[config.mk]
export PLATFORM = sky130hd
export DESIGN_NAME = need_sequencer
export DESIGN_NICKNAME = d
export VERILOG_FILES = /design/src/rtl/need_sequencer_pkg.sv /design/src/rtl/need_sequencer_decay_timer.sv /design/src/rtl/need_sequencer.sv
export SDC_FILE = /design/constraint.sdc
export NUM_CORES = 1
export LEC_CHECK = 0
export CAP_MARGIN = 20
export CORE_MARGIN = 2
export CORE_UTILIZATION = 50
export DETAILED_ROUTE_END_ITERATION = 6
export PLACE_DENSITY = 0.74
export SLEW_MARGIN = 10
export SYNTH_ARGS = -nofsm -noshare
export SYNTH_HDL_FRONTEND = slang
export SYNTH_SLANG_ARGS = --single-unit
export TNS_END_PERCENT = 1
[constraint.sdc]
create_clock -name clk -period 1.8 [get_ports clk]
set_clock_uncertainty 0.15 [all_clocks]
set_input_delay 0.18 -clock clk [delete_from_list [all_inputs] [get_ports clk]]
set_output_delay 0.18 -clock clk [all_outputs]
set_load 0.02 [all_outputs]
[src/rtl/need_sequencer_pkg.sv]
// Constants shared by the need sequencer and the pet-state register bank:
// bus widths, value limits, stat addresses and the sequencer FSM encoding.
package need_sequencer_pkg;

   localparam int BIT_ADDR_DEFAULT = 3;
   localparam int BIT_DATO_DEFAULT = 3;
   localparam int MIN_VAL_DEFAULT  = 1;
   localparam int MAX_VAL_DEFAULT  = 5;

   localparam int FEED   = 0;
   localparam int PLAY   = 1;
   localparam int SLEEP  = 2;
   localparam int CLEAN  = 3;
   localparam int HEALTH = 4;

   typedef enum logic [1:0] {
      S_IDLE   = 2'd0,
      S_ADDR   = 2'd1,
      S_CHECK  = 2'd2,
      S_SETTLE = 2'd3
   } seq_state_e;

endpackage

[src/rtl/need_sequencer_decay_timer.sv]
// Free-running 0..TICK_DIV-1 counter; tick_o is high for the single wrap cycle.
// No backpressure: the tick is a pulse the consumer must latch.
module need_sequencer_decay_timer #(
   parameter int TICK_DIV = 50_000_000
) (
   input  logic clk,
   input  logic Reset,
   output logic tick_o
);

   localparam int CW = (TICK_DIV > 1) ? $clog2(TICK_DIV) : 1;
   localparam logic [CW-1:0] LAST = CW'(TICK_DIV - 1);

   logic [CW-1:0] cnt_q, cnt_d;

   always_comb begin
      cnt_d = (cnt_q == LAST) ? '0 : cnt_q + CW'(1);
   end

   always_ff @(posedge clk) begin
      if (!Reset) cnt_q <= '0;
      else        cnt_q <= cnt_d;
   end

   assign tick_o = (cnt_q == LAST);

endmodule

[src/rtl/need_sequencer.sv]
// Turns action pulses and periodic decay into bank inc/dec strobes, one stat per 4-cycle pass.
// Strobe lands 2 cycles after a latched request; requests wait in pending bits, never dropped.
module need_sequencer
   import need_sequencer_pkg::*;
#(
   parameter int BIT_ADDR = BIT_ADDR_DEFAULT,
   parameter int BIT_DATO = BIT_DATO_DEFAULT,
   parameter int NSTAT    = 4,
   parameter int TICK_DIV = 50_000_000,
   parameter int MIN_VAL  = MIN_VAL_DEFAULT,
   parameter int MAX_VAL  = MAX_VAL_DEFAULT,
   parameter int LOW_TH   = 2
) (
   input  logic                clk,
   input  logic                Reset,
   input  logic [NSTAT-1:0]    btn_action,
   input  logic [BIT_DATO-1:0] stateValue,
   output logic [BIT_ADDR-1:0] state,
   output logic                UpState,
   output logic                DownState,
   output logic [NSTAT-1:0]    low_mask,
   output logic                dead,
   output logic                busy
);

   localparam logic [BIT_DATO-1:0] MIN_V = BIT_DATO'(MIN_VAL);
   localparam logic [BIT_DATO-1:0] MAX_V = BIT_DATO'(MAX_VAL);
   localparam logic [BIT_DATO-1:0] LOW_V = BIT_DATO'(LOW_TH);

   seq_state_e          fsm_q, fsm_d;
   logic [BIT_ADDR-1:0] addr_q, addr_d;
   logic                is_act_q, is_act_d;
   logic [NSTAT-1:0]    act_pend_q, act_pend_d;
   logic [NSTAT-1:0]    decay_pend_q, decay_pend_d;
   logic [NSTAT-1:0]    low_mask_q, low_mask_d;
   logic                dead_q, dead_d;
   logic [NSTAT-1:0]    clr;
   logic                tick;
   logic                sel_vld, sel_act;
   logic [BIT_ADDR-1:0] sel_idx;

   need_sequencer_decay_timer #(.TICK_DIV(TICK_DIV)) u_decay_timer (
      .clk    (clk),
      .Reset  (Reset),
      .tick_o (tick)
   );

   // Scan downwards so the lowest index wins; actions override decays.
   always_comb begin
      sel_vld = 1'b0;
      sel_act = 1'b0;
      sel_idx = '0;
      for (int i = NSTAT - 1; i >= 0; i--) begin
         if (decay_pend_q[i]) begin
            sel_vld = 1'b1;
            sel_idx = BIT_ADDR'(i);
         end
      end
      for (int i = NSTAT - 1; i >= 0; i--) begin
         if (act_pend_q[i]) begin
            sel_vld = 1'b1;
            sel_act = 1'b1;
            sel_idx = BIT_ADDR'(i);
         end
      end
   end

   always_comb begin
      fsm_d      = fsm_q;
      addr_d     = addr_q;
      is_act_d   = is_act_q;
      low_mask_d = low_mask_q;
      dead_d     = dead_q;
      clr        = '0;
      UpState    = 1'b0;
      DownState  = 1'b0;
      case (fsm_q)
         S_IDLE: begin
            if (sel_vld) begin
               fsm_d    = S_ADDR;
               addr_d   = sel_idx;
               is_act_d = sel_act;
            end
         end
         S_ADDR: fsm_d = S_CHECK;
         S_CHECK: begin
            fsm_d = S_SETTLE;
            if (is_act_q) UpState   = (stateValue >= MIN_V) && (stateValue < MAX_V);
            else          DownState = (stateValue > MIN_V);
            for (int i = 0; i < NSTAT; i++) clr[i] = (addr_q == BIT_ADDR'(i));
         end
         S_SETTLE: begin
            fsm_d = S_IDLE;
            for (int i = 0; i < NSTAT; i++) begin
               if (addr_q == BIT_ADDR'(i)) low_mask_d[i] = (stateValue <= LOW_V);
            end
            if (stateValue == '0) dead_d = 1'b1;
         end
         default: fsm_d = S_IDLE;
      endcase
      if (dead_q) begin
         fsm_d     = S_IDLE;
         UpState   = 1'b0;
         DownState = 1'b0;
      end
   end

   // A pulse arriving during CHECK re-sets the bit being cleared, so it is serviced again.
   always_comb begin
      act_pend_d   = (act_pend_q & ~(clr & {NSTAT{is_act_q}})) | btn_action;
      decay_pend_d = tick ? '1 : (decay_pend_q & ~(clr & {NSTAT{~is_act_q}}));
   end

   always_ff @(posedge clk) begin
      if (!Reset) begin
         fsm_q        <= S_IDLE;
         addr_q       <= '0;
         is_act_q     <= 1'b0;
         act_pend_q   <= '0;
         decay_pend_q <= '0;
         low_mask_q   <= '0;
         dead_q       <= 1'b0;
      end else begin
         fsm_q        <= fsm_d;
         addr_q       <= addr_d;
         is_act_q     <= is_act_d;
         act_pend_q   <= act_pend_d;
         decay_pend_q <= decay_pend_d;
         low_mask_q   <= low_mask_d;
         dead_q       <= dead_d;
      end
   end

   assign state    = addr_q;
   assign low_mask = low_mask_q;
   assign dead     = dead_q;
   assign busy     = (fsm_q != S_IDLE);

endmodule

Yosys cells after proc, flatten, opt, wreduce, memory -nomap -nowiden
Cells that the tools add are included.

Word-level logic and storage cells: 76. Memories: 0. Register bits: 45. Output and inout port bits: 11. Latch bits: 0. Input bits: 9. Bits in writable memories: 0. ROM bits: 0.

Shifts and indexed selects: 0. Equal/unequal tests: 8. Reductions and logical operators: 13. Magnitude comparators: 4. Muxes and demuxes: 30. Bitwise operators: 9. Add/sub/neg operators: 1. Divide/modulo/power cells: 0. Multiply operators: 0.

Operators with widths (count): $add 26x1->26 const B (1); $eq 26x26->1 const B (1); $mux 3 (7); $mux 1 (18); $and 4x4->4 (4); $reduce_and 2->1 (6); $mux 4 (2); $not 4->4 (2); $pmux 2 s4 (1); $eq 3x2->1 const B (2); $logic_not 3->1 (2); $eq 2x2->1 const B (2); $mux 2 (2); $or 4x4->4 (1); $reduce_or 2->1 (2); $eq 3x1->1 const B (1); $ge 3x1->1 const B (1); $gt 3x1->1 const B (1); $le 3x2->1 const B (1); $lt 3x3->1 const B (1); $eq 2x1->1 const B (1); $logic_not 2->1 (1); $ne 2x2->1 const B (1); $not 1->1 (2); 2 further kinds (2).

Longest topological paths before layout
Gate-level depths: netlist of the first run.

Depth in word-level cells: 10. Depth in mapped cells: 7. Mapped depth without buffers: 6.

Hierarchy
From an unflattened synthesis of the first run, not the netlist that was laid out.

Cells, all modules: 250. Area, all modules: 2113.3 sq um.

By module, submodules not included: need_sequencer_decay_timer (sequential area each 520.5 sq um, cells each 142, instances 1, area an instance 1234.9 sq um); need_sequencer (sequential area each 360.3 sq um, cells each 108, instances 1, area an instance 878.3 sq um).

Worst setup path after synthesis of the first run
No wires, ideal clock.

Kind: reg-to-reg. Start point: register u_decay_timer.cnt_q[0]. End point: register u_decay_timer.cnt_q[15]. Slack: -0.167 ns. Path buffers: 2. Arrival: 1.703 ns. Library setup time: 0.115 ns. Data required time: 1.535 ns. Clock period less this slack: 1.967 ns. Stages on the path, launching flop included: 8. Path through: dfxtp_1 ha_1 nand4_1 or4_1 buf_6 nand2_8 buf_6 nor2_1.

Word-level cells in the longest chain between the ends: 2. Elaborated cells on any way between the ends: 3. Classes of those cells: add/sub: 1; eq/ne: 1; reduce/logical: 1.

Ends and longest elaborated chain: from (decl) (RTL line need_sequencer_decay_timer.sv:14) `logic [CW-1:0] cnt_q, cnt_d;`; from (signal assigned) (RTL line need_sequencer_decay_timer.sv:22) `else cnt_q <= cnt_d;`; parallel branches: the longest is 2 deep, another holds $add 26x1->26.

Parallel ways; which one is timed is not known. A chain may end at the register's enable or synchronous reset.

Worst setup path after layout of the first run
Start point: register u_decay_timer.cnt_q[1]. End point: register u_decay_timer.cnt_q[10].

Same word-level chain as after synthesis.

==> reports/results.tsv, run 1 <==
stage	metric	value	unit
floorplan	floorplan.io_pins	20	
clocking	cts_inserted_buffers	5	
logic_synthesis	ys_types	39	
logic_synthesis	synthCells	234	
worst_setup_path	worstPathArrival	1.84	ns
sta	setup_viol	3	
grt	grt_overflow	0	
pwr	p_leak	1.06	nW
sta	rsz0062_at_grt	true	
detailed_routing	ant_nets	0	
final_layout	nets	307	
worst_hold_path	worstHoldPathType	primary input to flop	
sta	hold_viol_final	0	
logic_synthesis	syn_nets	247	
worst_setup_path	rr_startpoint	u_decay_timer.cnt_q[1]$_SDFF_PP0_	
detailed_routing	avgRoutedWirePerCell	11.6	um
detailed_routing	vias	1758	
logic_synthesis	yosysTopAreaCell	dfxtp_1	
worst_setup_path	crit_path_end_kind	flop	
grt	grt_pass1_wl	6.93	mm
clocking	clk_path_buf_depth	2	
logic_synthesis	synth_flop_cell	dfxtp_1	
grt	grt_pass1_vias	1575	
clocking	root_buffer	clkbuf_8	
worst_setup_path	cp_cell_sequence	ha_2 > nand4_1 > or4_4 > buf_6 > nand2_8 > nor2_1	
grt	grt_max_degree	25	
floorplan	initial_core_util	0.511	
clocking	cts_sinks	44	
worst_setup_path	cp_slowest_stage_delay	0.54	ns
worst_hold_path	hp-start	btn_action[2]	
clocking	clkSlewWorstSetupHoldPaths	0.08	ns
worst_setup_path	crit_type	flop to flop	
sta	holdWs	0.279	ns
final_layout	drive_above_1_share	0.255	
grt	grt.total_usage	0.200	
place	port_buffers	18	
run	maxCapViolCount	0	
worst_setup_path	cp_slowest_cell	or4_4	
floorplan	dieWidth	67.5	um
sta	period_needed	1.81	ns
logic_synthesis	synth_edf_count	0	
detailed_routing	totalWireLength	4.01	mm
final_layout	layout_common_cells	nor2_1, buf_4, dfxtp_1	
outcome	violations	negative setup slack	
sta	fmax	552	MHz
clocking	cts_tree	built	
detailed_routing	first_pass_iters	4	
worst_setup_path	cp_max_fo	24	
final_layout	syn2layout_area_growth	31.8	%
logic_synthesis	syn_avg_cell_area	8.60	um2
grt	antenna_found_initial	0	
worst_hold_path	hold_path_end	act_pend_q[2]$_SDFF_PN0_	
detailed_routing	drt-initial-drc-count	69	
floorplan	coreArea	3940	um2
worst_setup_path	crit_family	simple AND/OR/NAND/NOR gates	
floorplan	dieArea	4550	um2
clocking	clk-insertion-delay-late	0.29	ns
worst_setup_path	start_kind	flop	
logic_synthesis	ys_seq_area_frac	0.438	
logic_synthesis	synth_top_area_share	0.438	
outcome	status	finished with violations	
logic_synthesis	synthTopCellsByArea	dfxtp_1, nor2_1, xor2_1	
sta	fin_crit_sh	1.01	
clocking	cts_htree_levels	2	
worst_hold_path	min_path_cells	3	
sta	worst_slack	-0.0128	ns
pwr	cellPowerDensity	846	nW/um2
logic_synthesis	synth_area	2010	um2
place	detailedPlace.worstSlack	-0.211	ns
logic_synthesis	async_reset_ff_frac	0	
worst_setup_path	path_buf_inv	1	
place	hpwl	3.01	mm
logic_synthesis	synth-seq-cells	44	
detailed_routing	viasPerCell	5.11	
pwr	ir_worst_vdd	0.691	mV
worst_setup_path	rr_endpoint	u_decay_timer.cnt_q[10]$_SDFF_PP0_	
final_layout	n_antenna_cell	0	
floorplan	core.rowCount	23	
place	globalplace.congestion	0.823	
worst_setup_path	cp.required	1.82	ns
floorplan	die_y	67.5	um
detailed_routing	drc	0	
worst_setup_path	r2r_slack	-0.01	ns
logic_synthesis	yosys_warnings	0	
sta	slew_viol_final	0	
sta	finalSetupTns	-0.0230	ns
worst_setup_path	reg2regPathDepth	6	
how the worst max path moves through the flow:
stage / from / to / slack (ns) / cells after the start
2_1_floorplan: u_decay_timer.cnt_q[8]$_SDFF_PP0_ / u_decay_timer.cnt_q[15]$_SDFF_PP0_ / -0.02 / 7
3_5_place_dp: stateValue[0] / UpState / -0.21 / 5
6_report: u_decay_timer.cnt_q[1]$_SDFF_PP0_ / u_decay_timer.cnt_q[10]$_SDFF_PP0_ / -0.01 / 6
5_1_grt: u_decay_timer.cnt_q[8]$_SDFF_PP0_ / u_decay_timer.cnt_q[24]$_SDFF_PP0_ / -0.14 / 8
4_1_cts: u_decay_timer.cnt_q[1]$_SDFF_PP0_ / u_decay_timer.cnt_q[24]$_SDFF_PP0_ / -0.009 / 8
3_3_place_gp: stateValue[0] / UpState / -0.18 / 5
state kept, by name (all words and copies together) (netlist names):
register / count
fsm_q: 2
dead: 1
decay_pend_q: 4
act_pend_q: 4
state: 2
is_act_q: 1
u_decay_timer.cnt_q: 26
low_mask: 4
cell families (layout without fill, tap and decap cells):
family,after synthesis,in the layout,synth area share
AND/OR/NAND/NOR,110,110,0.286
XOR/XNOR,25,25,0.109
buffers and inverters,20,80,0.0528
other,1,1,0.00186
AO/OA/AOI/OAI,29,29,0.0833
flip-flops,44,44,0.438
multiplexers,1,1,0.00497
adder cells (fa/ha/maj),4,4,0.0249
tightest hold or removal path: cells and delay by family:
kind,cells,cell delay [ns]
buffers and inverters,2,0.44
AO/OA/AOI/OAI,1,0.05
layer usage:
| metal | share of wire | track usage |
|---|---|---|
| met5 | 0 | 0 |
| met2 | 0.48 | 0.322 |
| met3 | 0.030 | 0.0400 |
| met1 | 0.49 | 0.274 |
| met4 | 0 | 0.0536 |
metrics by stage:
stage	cell area, um2	total power [mW]	util	instances
after detailed placement	2510	1.64	0.638	336
after floorplan	2020	1.41	-	234
after global routing	2650	2.38	0.673	344
final	2650	2.24	0.673	344
after global placement	2510	1.63	0.638	336
after CTS	2650	2.28	0.672	343
cell usage after synthesis (all sizes together) (4+ instances only):
cell type and count:
a21oi 16, and3 5, buf 5, dfxtp 44, ha 4, inv 11
nand2 14, nand3 19, nand4 11, nor2 41, nor3 5, nor4 5
o21ai 6, xnor2 8, xor2 17
cell type report:
cell class / instances / area (um2)
Inverter: 12 / 45.0
Multi-Input combinational cell: 170 / 1060
Timing Repair Buffer: 61 / 495
Tap cell: 50 / 62.6
Fill cell: 324 / 1290
Clock buffer: 7 / 96.3
Sequential cell: 44 / 893
where the power goes:
group	switching [mW]	total, mW	internal (mW)
Sequential	0.0358	1.07	1.03
Combinational	0.296	0.528	0.232
Clock	0.308	0.650	0.342
Total	0.640	2.24	1.60
repair_timing:
item / CTS / global route
endpoints found under the setup margin: 32 / 28
hold endpoints to repair: 0 / 0
gates resized for setup: 18 / 10
hold buffers: 0 / 0
pin swaps: 7 / 7
buffers inserted: 0 / 1
Power figures use the tool's default switching activity.
==> inputs of run 2 (changes only) <==
- CORE_UTILIZATION: 50 -> 56
- PLACE_DENSITY: 0.74 -> 0.79
- clock period: 1.8 -> 2.1 ns (I/O delays scaled with it)
==> reports/results.tsv, run 2 (same netlist as run 1, synthesis figures left out) <==
stage	metric	value	unit	change
outcome	status	finished, final reports clean		
pwr	power_frac_comb	0.197		-0.038
final_layout	multiInputGateArea	1040	um2	-2.2%
worst_setup_path	cp_cell_sequence	clkdlybuf4s50_1		
worst_setup_path	cp_slowest_stage_delay	0.69	ns	+0.15 ns
detailed_routing	vias	1706		-3.0%
clocking	clk_path_buf_depth	2		unchanged
detailed_routing	ant_nets	0		unchanged
clocking	clkSlewWorstSetupHoldPaths	0.12	ns	+0.04 ns
detailed_routing	first_pass_iters	4		unchanged
detailed_routing	totalWireLength	3.94	mm	-1.7%
worst_setup_path	cp_slowest_cell	clkdlybuf4s50_1		
clocking	cts_sinks	44		unchanged
final_layout	layout.cells.most_common	dfxtp_1		
clocking	root_buffer	clkbuf_4		
detailed_routing	wl_met2	1.83	mm	-4.9%
worst_setup_path	cp_max_fo	12		-50%
floorplan	core.rowCount	21		-8.7%
sta	holdWs	0.240	ns	-0.0392 ns
worst_setup_path	crit_family	buffers and inverters		
sta	setup_viol	0		-3
floorplan	floorplan.io_pins	20		unchanged
grt	antenna_found_initial	0		unchanged
place	port_buffers	18		unchanged
run	maxCapViolCount	0		unchanged
detailed_routing	avgRoutedWirePerCell	12.7	um	+9.5%
sta	hold_viol_final	0		unchanged
pwr	fin_total_pwr	1.94	mW	-13%
floorplan	dieWidth	64.0	um	-5.2%
sta	period_needed	1.99	ns	
floorplan	dieArea	4090	um2	-10%
final_layout	layout_common_cells	dfxtp_1, nor2_1, nand3_1		
sta	fmax	501	MHz	
place	dp_cells	302		-10%
worst_setup_path	crit_type	flop to primary output		
final_layout	syn2layout_area_growth	18.3	%	
clocking	cts_setup_buffers	0		unchanged
sta	fin_crit_sh	0.950		
floorplan	initial_core_util	0.594		+0.0833
detailed_routing	met3_length	124	um	+1.6%
final_layout	top_register	u_decay_timer.cnt_q		
pwr	pwr-share-seq	0.479		+0.004
grt	grt_max_degree	25		unchanged
detailed_routing	drt-met1-wl	1.92	mm	-1.6%
place	globalplace.congestion	0.768		-6.7%
pwr	clockPowerShare	0.324		+0.034
detailed_routing	top_layer	met4		
final_layout	largest_reg_flops	26		unchanged
worst_hold_path	worstHoldPathType	primary input to flop		
sta	rsz0062_at_grt	false		
pwr	intPower	1.40	mW	-12%
clocking	clk-insertion-delay-late	0.36	ns	+0.07 ns
grt	grt_pass1_wl	7.10	mm	+2.4%
grt	grt_pass1_vias	1631		+3.6%
clocking	cts_tree	built		
final_layout	nets	276		-10%
detailed_routing	viasPerCell	5.52		+8.0%
final_layout	drive_above_1_share	0.106		-0.149
pwr	p_sw_frac	0.278		-0.00751
detailed_routing	drc	0		unchanged
clocking	cts_hold_buffers	0		unchanged
worst_setup_path	worstPathArrival	1.63	ns	-0.21 ns
detailed_routing	drt-initial-drc-count	124		+80%
clocking	cts_inserted_buffers	5		unchanged
place	hpwl	2.76	mm	-8.1%
final_layout	fill_cells	265		-18%
sta	slew_viol_final	0		unchanged
worst_setup_path	path_buf_inv	1		unchanged
pwr	p_leak	0.910	nW	-14%
floorplan	die_y	64.0	um	-5.2%
clocking	cts_htree_levels	2		unchanged
final_layout	fin_cells	309		-10%
pwr	p_switching	0.540	mW	-16%
grt	grt.total_usage	0.216		+0.0156
grt	grt_overflow	0		unchanged
final_layout	n_antenna_cell	0		unchanged
floorplan	coreArea	3390	um2	-14%
final_layout	seq_area	881	um2	-1.4%
pwr	cellPowerDensity	817	nW/um2	-3.5%
worst_setup_path	start_kind	flop		
pwr	ir_worst_vdd	0.589	mV	-15%
worst_setup_path	crit_path_end_kind	primary output		
worst_setup_path	cp.required	1.74	ns	-0.08 ns
## run 2: area by class of cell
cell class,instances,share of cell area
clock buffers,5,0.0158
repair buffers,30,0.111
clock inverters,2,0.0252
flip-flops and latches,44,0.370
inverters,12,0.0189
multi-input cells,170,0.435
well taps,46,0.0242
## run 2: timing repair
| action | CTS | global route |
|---|---|---|
| gates resized for setup | 4 | 5 |
| endpoints found under the hold margin | 0 | 0 |
| endpoints found under the setup margin | 32 | 31 |
## run 2: power groups by stage
| stage | logic, mW | registers, mW | clock network (mW) |
|---|---|---|---|
| 2_1_floorplan | 0.260 | 0.948 | 0 |
| 3_3_place_gp | 0.390 | 0.949 | 0 |
| 3_5_place_dp | 0.400 | 0.950 | 0 |
| 4_1_cts | 0.388 | 0.931 | 0.635 |
| 5_1_grt | 0.433 | 0.940 | 0.662 |
| 6_report | 0.383 | 0.931 | 0.630 |
## run 2: stage by stage
step	util	setup TNS, ns	cell area, um2	worst slack (ns)
floorplan	-	0	2010	0.133
global placement	0.673	0	2280	0.0416
detailed placement	0.673	-0.0211	2280	-0.00724
CTS	0.702	0	2380	0.0144
global route	0.702	0	2380	0.0144
finish	0.702	0	2380	0.105
## run 2: metal layers
metal,vias up,track usage
li1,855,-
met1,816,0.285
met2,25,0.353
met3,10,0.0511
met4,0,0.0598
met5,-,0
## run 2: final timing paths
check | from | end | slack (ns) | cells past startpoint
min | btn_action[1] | act_pend_q[1]$_SDFF_PN0_ | 0.24 | 3
min reg2reg | low_mask[2]$_SDFFE_PN0P_ | low_mask[2]$_SDFFE_PN0P_ | 0.31 | 2
max | state[1]$_SDFFE_PN0P_ | state[1] | 0.11 | 1
max reg2reg | u_decay_timer.cnt_q[25]$_SDFF_PP0_ | u_decay_timer.cnt_q[3]$_SDFF_PP0_ | 0.13 | 5
